**src/rtl/fetch_decode_pkg.sv**
```systemverilog
// rtl/fetch_decode_pkg.sv - IR field positions and fetch/decode state encodings shared with control
package fetch_decode_pkg;

    localparam int IR_INST_HI = 15;
    localparam int IR_INST_LO = 12;
    localparam int IR_FMT_HI  = 11;
    localparam int IR_FMT_LO  = 10;
    localparam int IR_REG0_HI = 9;
    localparam int IR_REG0_LO = 5;
    localparam int IR_REG1_HI = 4;
    localparam int IR_REG1_LO = 0;

    typedef enum logic [1:0] {
        FD_FETCH = 2'd0,
        FD_ISSUE = 2'd1,
        FD_HALT  = 2'd2
    } fd_state_t;

    // Little-endian halfword select within a 32-bit RAM word.
    function automatic logic [15:0] half_sel(input logic [31:0] word, input logic hi);
        return hi ? word[31:16] : word[15:0];
    endfunction

endpackage

```
**src/rtl/fetch_decode_ir_split.sv**
```systemverilog
// rtl/fetch_decode_ir_split.sv - combinational split of a 16-bit IR into its fields
module ir_split
    import fetch_decode_pkg::*;
(
    input  logic [15:0] ir,
    output logic [3:0]  inst,
    output logic [1:0]  fmt,
    output logic [4:0]  reg0,
    output logic [4:0]  reg1
);

    assign inst = ir[IR_INST_HI:IR_INST_LO];
    assign fmt  = ir[IR_FMT_HI:IR_FMT_LO];
    assign reg0 = ir[IR_REG0_HI:IR_REG0_LO];
    assign reg1 = ir[IR_REG1_HI:IR_REG1_LO];

endmodule

```
**src/rtl/fetch_decode.sv**
```systemverilog
// rtl/fetch_decode.sv - fetch/decode stage: one-word buffer, PC, registered IR decode for control
module fetch_decode
    import fetch_decode_pkg::*;
#(
    parameter int                ADDR_W   = 32,
    parameter logic [ADDR_W-1:0] RESET_PC = '0
) (
    input  logic              i_clk,
    input  logic              i_rst,
    input  logic              i_run,
    output logic              o_ram_req,
    output logic [ADDR_W-1:0] o_ram_addr,
    input  logic              i_ram_ack,
    input  logic [31:0]       i_ram_data,
    output logic              o_valid,
    input  logic              i_ready,
    output logic [15:0]       o_ir,
    output logic [3:0]        o_inst,
    output logic [1:0]        o_fmt,
    output logic [4:0]        o_reg0,
    output logic [4:0]        o_reg1,
    output logic [ADDR_W-1:0] o_pc_inc,
    input  logic              i_do_jump,
    input  logic [ADDR_W-1:0] i_pc_jump
);

    localparam logic [ADDR_W-1:0] HALF_MASK = ~ADDR_W'(1);

    fd_state_t         state_q, state_d;
    logic [ADDR_W-1:0] pc_q, pc_d;
    logic [ADDR_W-1:0] pc_inc_q, pc_inc_d;
    logic [31:0]       buf_q, buf_d;
    logic              buf_valid_q, buf_valid_d;
    logic              ram_req_q, ram_req_d;
    logic [15:0]       ir_q, ir_d;
    logic              accept;

    always_ff @(posedge i_clk) begin
        if (i_rst) begin
            state_q     <= FD_FETCH;
            pc_q        <= RESET_PC & HALF_MASK;
            pc_inc_q    <= '0;
            buf_q       <= '0;
            buf_valid_q <= 1'b0;
            ram_req_q   <= 1'b0;
            ir_q        <= '0;
        end else begin
            state_q     <= state_d;
            pc_q        <= pc_d;
            pc_inc_q    <= pc_inc_d;
            buf_q       <= buf_d;
            buf_valid_q <= buf_valid_d;
            ram_req_q   <= ram_req_d;
            ir_q        <= ir_d;
        end
    end

    assign accept = o_valid & i_ready;

    always_comb begin
        state_d     = state_q;
        pc_d        = pc_q;
        pc_inc_d    = pc_inc_q;
        buf_d       = buf_q;
        buf_valid_d = buf_valid_q;
        ram_req_d   = ram_req_q;
        ir_d        = ir_q;
        case (state_q)
            FD_FETCH: begin
                ram_req_d = 1'b1;
                if (ram_req_q && i_ram_ack) begin
                    ram_req_d   = 1'b0;
                    buf_d       = i_ram_data;
                    buf_valid_d = 1'b1;
                    ir_d        = half_sel(i_ram_data, pc_q[1]);
                    pc_inc_d    = pc_q + ADDR_W'(2);
                    state_d     = i_run ? FD_ISSUE : FD_HALT;
                end
            end
            FD_ISSUE: begin
                if (accept) begin
                    // A jump always wins over a still-buffered upper halfword.
                    if (i_do_jump) begin
                        pc_d        = i_pc_jump & HALF_MASK;
                        buf_valid_d = 1'b0;
                        ram_req_d   = 1'b1;
                        state_d     = FD_FETCH;
                    end else if (!pc_q[1]) begin
                        pc_d     = pc_q + ADDR_W'(2);
                        pc_inc_d = pc_q + ADDR_W'(4);
                        ir_d     = buf_q[31:16];
                    end else begin
                        pc_d        = pc_q + ADDR_W'(2);
                        buf_valid_d = 1'b0;
                        ram_req_d   = 1'b1;
                        state_d     = FD_FETCH;
                    end
                    if (!i_run) begin
                        ram_req_d = 1'b0;
                        state_d   = FD_HALT;
                    end
                end
            end
            default: begin
                ram_req_d = 1'b0;
                state_d   = FD_HALT;
            end
        endcase
    end

    assign o_valid    = (state_q == FD_ISSUE) && buf_valid_q;
    assign o_ram_req  = ram_req_q;
    assign o_ram_addr = {pc_q[ADDR_W-1:2], 2'b00};
    assign o_ir       = ir_q;
    assign o_pc_inc   = pc_inc_q;

    ir_split u_ir_split (
        .ir   (ir_q),
        .inst (o_inst),
        .fmt  (o_fmt),
        .reg0 (o_reg0),
        .reg1 (o_reg1)
    );

endmodule

```
**config.mk**
```make
export PLATFORM = sky130hd
export DESIGN_NAME = fetch_decode
export DESIGN_NICKNAME = d
export VERILOG_FILES = /design/src/rtl/fetch_decode_pkg.sv /design/src/rtl/fetch_decode_ir_split.sv /design/src/rtl/fetch_decode.sv
export SDC_FILE = /design/constraint.sdc
export NUM_CORES = 1
export LEC_CHECK = 0
export BUFFER_PORTS_ARGS = -buffer_cell sky130_fd_sc_hd__buf_4
export CAP_MARGIN = 20
export CORE_ASPECT_RATIO = 1.1
export CORE_UTILIZATION = 48
export DETAILED_ROUTE_END_ITERATION = 10
export PLACE_DENSITY = 0.8
export SLEW_MARGIN = 5
export SYNTH_ARGS = -nofsm -noshare
export SYNTH_HDL_FRONTEND = slang
export SYNTH_HIERARCHICAL = 1
export SYNTH_SLANG_ARGS = --single-unit
```
**constraint.sdc**
```tcl
create_clock -name i_clk -period 1.9 [get_ports i_clk]
set_input_delay 0.19 -clock i_clk [delete_from_list [all_inputs] [get_ports i_clk]]
set_output_delay 0.19 -clock i_clk [all_outputs]
set_load 0.02 [all_outputs]
```
Yosys cells after proc, flatten, opt, wreduce, memory -nomap -nowiden
Index checks and enable logic that the tools add are counted.
{ "word_totals": {"ff_bits": 116, "wordCells": 57, "out_inout_bits": 98} }
{ "classes": {"add_sub_neg": 2, "eq_ne": 7, "bitwise": 1, "n_reduce_logical": 10, "n_mux": 30} }
{ "ops": {"columns": ["cell", "count"], "rows": [
  ["two-way mux 32 bit", 5],
  ["two-way mux 16 bit", 5],
  ["one-hot mux 32 bit (2 select lines)", 1],
  ["adder 32 x 2 -> 32 bit (second input constant)", 1],
  ["adder 32 x 3 -> 32 bit (second input constant)", 1],
  ["one-hot mux 16 bit (2 select lines)", 1],
  ["two-way mux 2 bit", 6],
  ["two-way mux 1 bit", 9],
  ["!= test 2 bit (second input constant)", 4],
  ["AND reduction 2 bit", 3],
  ["AND reduction 5 bit", 1],
  ["!= test 4 bit (second input constant)", 1],
  ["one-hot mux 1 bit (2 select lines)", 2],
  ["one-hot mux 2 bit (2 select lines)", 1],
  ["AND reduction 4 bit", 1],
  ["!= test 3 bit (second input constant)", 1],
  ["AND reduction 3 bit", 1],
  ["== test 2 x 1 -> 1 bit (second input constant)", 1],
  ["logical AND 1 bit", 2],
  ["zero test 2 bit", 1],
  ["nonzero test 2 bit", 1],
  ["bitwise AND 1 bit", 1]
]} }

Logic depth before layout (Yosys ltp)
Gate-level depths: netlist (run 1).
{ "logic_depth": {"word_depth": 5, "ltp_mapped": 8} }

Hierarchy
The synthesis (run 1) kept the hierarchy.
{ "modules_own_cells": {"columns": ["module", "instances", "area_per_inst_um2", "cells_each", "seq_area_each_um2"], "rows": [
  ["fetch_decode", 1, 5644.2, 746, 1961.9],
  ["ir_split", 1, 120.1, 16, 0.0]
]} }

Worst setup path after synthesis (run 1)
No wires, ideal clock.
{ "synth_path": {"kind": "reg-to-reg", "from": "register pc_q[2]", "to": "register pc_q[20]", "synth_period_minus_slack_ps": 2089, "stages_incl_launch_ff": 8, "setup_ps": 137, "path_slack_ps": -189, "arrival_ps": 1951, "n_path_buf": 1, "cell_sequence": "dfxtp_1 > ha_1 > nand2_1 > or4_1 > buf_2 > or4_1 > o21ai_1 > a211oi_1"} }
{ "synth_between": {"elab_chain_len": 2} }
{ "synth_lines": {"columns": ["item", "line_no", "source"], "rows": [
  ["start, declared", "fetch_decode.sv:30", "logic [ADDR_W-1:0] pc_q, pc_d;"],
  ["start signal, assigned", "fetch_decode.sv:41", "pc_q <= RESET_PC & HALF_MASK;"],
  ["start signal, assigned", "fetch_decode.sv:49", "pc_q <= pc_d;"],
  ["adder 32 x 2 -> 32 bit", "fetch_decode.sv:89, fetch_decode.sv:93", null],
  ["two-way mux 32 bit", "fetch_decode.sv:83", "if (i_do_jump) begin"]
]} }
Every way passes these cells.
A chain may end at the register's enable or synchronous reset.

Worst setup path in the final report (run 1)
{ "layout_path": {"from": "register pc_q[2]", "to": "register pc_q[15]"} }
Same word-level chain as after synthesis.

==> results.ini, run 1 <==
[timing]
drv_slew=0
timing.final.crit_period_ns=1.893
whs_ns=0.09871
finalSetupViolCount=0
hold_violations=0
final.period_utilization_pct=99.61
tns_ns=0
skew_ns=0.009443
rsz0062_at_grt=true
fin_ws_ns=0.007459
fmax_ghz=0.5284

[floorplanning]
core_mm2=0.01159
die-area_mm2=0.01245
rows=41
start_util_pct=49.72
die_width_um=106.5
die_h_um=116.9
ios=168

[detailed_routing]
firstDrtPassIters=5
routed_via_density=5.810
route.detailed.drc=0
wirelength_um=18540
drtAntennaViolNets=0
drtIter0Drc=568
wire_per_inst_um=17.27
vias=6234

[place]
io_buffers=163
dpl-instance-area_mm2=0.007326
placed_cells=1051
routabilityCongestion=0.9180
dp_slack_ns=-0.01423
dpl.hpwl_um=12440

[synthesis]
synth.avg_cell_area_um2=7.565
ys_seq_area_share_pct=34.04
syn_inst=762
yosys-top-cells-area=dfxtp_1, nand2_1, buf_4
synth-async-reset-ratio_pct=0
syn_area_mm2=0.005764
synth-simple-area-share_pct=22.55
synth_xor_area_share_pct=3.799
synth-compound-area-share_pct=23.66
synth.top_cell.area_share_pct=34.04
synth-seq-cells=98
synth_mux_area_share_pct=3.299
yosysMostFrequentCell=nand2_1
synth_top_family_by_area=compound AO/OA/AOI/OAI gates
synthAdderAreaFrac_pct=0.6512
synthFlopType=dfxtp_1
synth_edf_count=0
synth_common_cells=nand2_1, dfxtp_1, a21oi_1
synth_top_area_cell=dfxtp_1
yosys_warnings=6
yosysUniqueCellTypes=63

[finish]
design_area_mm2=0.007865
finish.utilization_pct=67.84
nets=991
diodes=0
areaGrowthSynthToFinish_pct=36.44
fin_cells=1073
final_layout_size_suffix_gt1_share_pct=35.97
fillers=965

[grt]
grt_pass1_wl_um=27060
antenna_found_initial=0
grt-ovfl-total=0
grt_max_degree=50
grt_pass1_vias=5404
track_usage_pct=27.35

[critical_path]
crit_type=reg2reg
cp.arrival_ns=2.16
critical_path.startpoint=pc_q[2]
reg2reg_slack_ns=0.007
cp.required_ns=2.17
critPathMaxFanout=4
timing.rr.start=pc_q[2]
rr_endpoint=pc_q[15]
reg2reg_depth=7
critPathLaunchType=register
crit_end=pc_q[15]
worstSetupEndpointType=register

[clock_network]
clock_latency_ns=0.34
clock-sinks=98
cts_tree=built
max-clock-path-buffers=2
path_clk_slew_ns=0.07
cts_root_buf=clkbuf_16
holdBufCountCts=0
h-tree-depth=3
cts_buffers=9

[pwr]
ir_worst_vdd_mv=0.3961
power.total_mw=5.168
p_leak_nw=3.084
power_density_mw_per_mm2=657.1

[job]
drv_cap=0

[run_status]
status=finished, final reports clean

[hold_path]
hold_class=in2reg

[worst min path at each step]
stage	cells after the start	end	startpoint
2_1_floorplan	2	buf_q[16]	i_ram_data[16]
3_3_place_gp	2	buf_q[18]	buf_q[18]
3_5_place_dp	2	buf_q[28]	buf_q[28]
4_1_cts	3	buf_q[28]	i_ram_data[28]
5_1_grt	3	buf_q[25]	i_ram_data[25]
6_report	3	buf_q[17]	i_ram_data[17]
[layout by cell type (no fill, tap or decap), types with 3 or more instances in the layout]
cell	netlist	final
a211oi_1	30	30
a21oi_1	74	73
a22oi_1	6	6
a311oi_1	3	3
a31o_2	4	4
a31oi_1	8	8
a32oi_1	3	3
buf_12	0	5
buf_4	50	249
buf_6	0	3
clkbuf_16	0	10
conb_1	1	3
dfxtp_1	98	84
dfxtp_2	0	11
dfxtp_4	0	3
inv_1	9	9
mux2i_1	19	19
nand2_1	120	119
nand3_1	19	16
nand3b_1	3	3
nand4_1	11	11
nor2_1	55	54
nor3_1	20	14
nor3_2	1	7
nor4_1	4	4
o211ai_1	22	22
o21ai_0	31	30
o21ai_1	6	6
o31ai_1	6	5
o41ai_1	7	3
o41ai_2	0	4
or2_2	5	5
or3_1	11	10
or4_4	1	3
xnor2_1	11	11
xor2_1	14	14
[kinds of logic (layout without fill, tap and decap cells)]
group,count (synthesis),in the layout
other,1,3
and+or+nand+nor,274,274
adders and majority gates,3,3
xor gates and xnor gates,25,25
AOI/OAI and AO/OA,215,215
muxes,19,19
buffers and inverters,127,286
DFF,98,98
[report_power, final]
part / switching, mW / internal (mW) / total [mW]
clock network: 0.824 / 1.17 / 1.99
registers: 0.0688 / 2.16 / 2.23
logic: 0.528 / 0.416 / 0.944
[final cells by class]
cell class / count / area (µm²) / share of cell area [%]
repair buffers: 259 / 2033 / 25.85
well taps: 150 / 187.7 / 2.386
flip-flops and latches: 98 / 1987 / 25.26
inverters: 11 / 41.29 / 0.5250
clock buffers: 11 / 232.7 / 2.959
multi-input cells: 539 / 3297 / 41.92
clock inverters: 5 / 86.33 / 1.098
[worst max-delay path, stage by stage, from the launching register on]
cell and delay [ns]:
dfxtp_4 0.39, ha_4 0.15, nand3_4 0.09, or4_4 0.57, buf_4 0.18, o41ai_2 0.20
nand2_1 0.11, a21oi_1 0.14
[state kept, by name, indices dropped and copies added, names as in the netlist]
register,flops
state_q,2
buf_valid_q,1
o_pc_inc,31
pc_q,31
o_ir,16
o_ram_req,1
buf_q,16
[layer usage]
| metal | routed length, µm | global-route usage (%) | vias to the layer above |
|---|---|---|---|
| li1 | - | - | 2986 |
| met1 | 7788 | 36.63 | 2919 |
| met2 | 8944 | 45.45 | 279 |
| met3 | 1174 | 3.378 | 50 |
| met4 | 628 | 10.23 | 0 |
| met5 | 0 | 0 | - |
[what timing repair did]
action                                  4_1_cts  5_1_grt
endpoints found under the setup margin        5       53
gates resized for setup                       2       39
setup buffers                                 0        4
gates cloned                                  0        2
pin swaps                                     0        3
(Power assumes the default switching activity.)
==> inputs of run 2 (changes only) <==
- CORE_UTILIZATION: 48 -> 53
- PLACE_DENSITY: 0.8 -> 0.83
- clock period: 1.9 -> 2 ns (I/O delays scaled with it)
==> run 2 against run 1 <==
Effect of this change:
- routed wire length is 1.3% higher
- global-route usage is 5.7 points higher
- critical path depth stayed put
- count of clock-buffer cells in the layout is 2 lower
- clock skew is 0.00065 ns lower
- register-to-register slack better by 0.03 ns
- highest routed layer unchanged
- clock power is 8% lower
- setup slack better by 0.026 ns
- critical path type unchanged
- hold slack better by 0.0055 ns
==> results.ini, run 2 (same netlist as run 1, synthesis figures left out) <==
[run_status]
status=finished, final reports clean  ; unchanged

[detailed_routing]
wire_per_inst_um=17.70  ; was 17.27 µm
vias=6326  ; was 6234
dr_wl_met3_um=1433  ; was 1174 µm
dr.max_layer_used=met4  ; unchanged
routed_via_density=5.962  ; was 5.810
wl_met1_um=7193  ; was 7788 µm
route.detailed.drc=0  ; unchanged
wl_met2_um=9375  ; was 8944 µm
firstDrtPassIters=6  ; was 5
drtAntennaViolNets=0  ; unchanged
drtIter0Drc=432  ; was 568
wirelength_um=18780  ; was 18540 µm

[place]
routabilityCongestion=0.9635  ; was 0.9180
dpl.hpwl_um=13280  ; was 12440 µm
placed_cells=1040  ; was 1051
dpl-instance-area_mm2=0.007236  ; was 0.007326 mm²
io_buffers=163  ; unchanged
dp_slack_ns=-0.02491  ; was -0.01423 ns

[timing]
timing.final.crit_period_ns=1.967  ; was 1.893 ns
drv_slew=0  ; unchanged
fmax_ghz=0.5085  ; was 0.5284 GHz
worstMarginPinSlew_ns=0.5578
tns_ns=0  ; unchanged
hold_violations=0  ; unchanged
whs_ns=0.1043  ; was 0.09871 ns
final.period_utilization_pct=98.33  ; was 99.61%
finalSetupViolCount=0  ; unchanged
fin_ws_ns=0.03343  ; was 0.007459 ns
skew_ns=0.008788  ; was 0.009443 ns
max_slew_margin_pct=62.81

[clock_network]
cts_tree=built  ; unchanged
path_clk_slew_ns=0.07  ; about the same
clock_latency_ns=0.35  ; was 0.34 ns
clock-sinks=98  ; unchanged
cts_buffers=9  ; unchanged
cts_root_buf=clkbuf_16  ; unchanged
holdBufCountCts=0  ; unchanged
max-clock-path-buffers=2  ; unchanged
h-tree-depth=3  ; unchanged

[critical_path]
reg2reg_depth=7  ; unchanged
timing.rr.start=pc_q[2]  ; unchanged
worstSetupEndpointType=register  ; unchanged
cp.required_ns=2.28  ; was 2.17 ns
reg2reg_slack_ns=0.03  ; was 0.007 ns
critPathMaxFanout=5  ; was 4
critPathLaunchType=register  ; unchanged
rr_endpoint=pc_q[15]  ; unchanged
crit_type=reg2reg  ; unchanged
cp.arrival_ns=2.25  ; was 2.16 ns

[finish]
mostFrequentLayoutCells=buf_4, nand2_1, dfxtp_1  ; unchanged
fin_cells=1061  ; was 1073
diodes=0  ; unchanged
final_common_cell=buf_4  ; unchanged
fillers=812  ; was 965
finish.utilization_pct=73.76  ; was 67.84%
areaGrowthSynthToFinish_pct=34.25  ; was 36.44%
nets=986  ; was 991
design_area_mm2=0.007739  ; was 0.007865 mm²
final_layout_size_suffix_gt1_share_pct=34.86  ; was 35.97%

[floorplanning]
die_width_um=101.4  ; was 106.5 µm
die_h_um=111.4  ; was 116.9 µm
rows=39  ; was 41
start_util_pct=54.94  ; was 49.72%
core_mm2=0.01049  ; was 0.01159 mm²
die-area_mm2=0.01130  ; was 0.01245 mm²
ios=168  ; unchanged

[grt]
grt_pass1_vias=6055  ; was 5404
track_usage_pct=33.06  ; was 27.35%
grt_pass1_wl_um=29620  ; was 27060 µm
grt-ovfl-total=0  ; unchanged
antenna_found_initial=0  ; unchanged
grt_max_degree=47  ; was 50

[pwr]
power_density_mw_per_mm2=625.1  ; was 657.1 mW/mm²
ir_worst_vdd_mv=0.5513  ; was 0.3961 mV
p_leak_nw=3.048  ; was 3.084 nW
power.total_mw=4.837  ; was 5.168 mW

[hold_path]
hp-start=i_ram_data[25]  ; was i_ram_data[17]
worstHoldPathCells=3  ; unchanged
hold_class=in2reg  ; unchanged
whs_endpoint=buf_q[25]  ; was buf_q[17]

[job]
drv_cap=0  ; unchanged

==> run 2: changes by cell type in the layout (fill, tap and decap cells not counted), moves of 2 or more <==
cell	delta
clkbuf_1	-2
dfxtp_1	+4
dfxtp_2	-2
dfxtp_4	-2
inv_6	+3
nor3_2	-2
nor3_4	+2
==> run 2: layer usage <==
metal	vias to the layer above	track usage, %
li1	2968	-
met1	2960	38.76
met2	332	57.46
met3	66	5.775
met4	0	16.23
met5	-	0
==> run 2: critical path: stages (launching register included) <==
cell and delay (ns):
dfxtp_4 0.40, ha_4 0.17, nand3_4 0.11, or4_4 0.54, buf_4 0.19, o41ai_2 0.26, nand2_1 0.09, a21oi_1 0.14
==> run 2: power by group <==
part | switching, mW | internal (mW)
Combinational | 0.507 | 0.382
Sequential | 0.0666 | 2.06
Clock | 0.832 | 0.993
==> run 2: worst max-delay path by stage <==
stage | from | end | cells after the start
finish | pc_q[2] | pc_q[15] | 7
global route | pc_q[6] | o_pc_inc[29] | 6
CTS | pc_q[15] | o_pc_inc[31] | 5
detailed placement | pc_q[2] | o_pc_inc[31] | 7
global placement | pc_q[2] | o_pc_inc[26] | 8
floorplan | pc_q[1] | pc_q[31] | 6
==> run 2: layout make-up <==
cell class	instances	area [µm²]	share of cell area, %
clock inverters	7	81.33	1.051
inverters	11	41.29	0.5335
clock buffers	9	225.2	2.910
repair buffers	254	1964	25.38
multi-input cells	539	3271	42.26
flip-flops and latches	98	1977	25.55
well taps	143	178.9	2.312
==> run 2: timing repair <==
item,4_1_cts,5_1_grt
gates resized for setup,5,30
endpoints found under the setup margin,6,39
cloned,0,0
buffers inserted,0,5
pin swaps,0,3
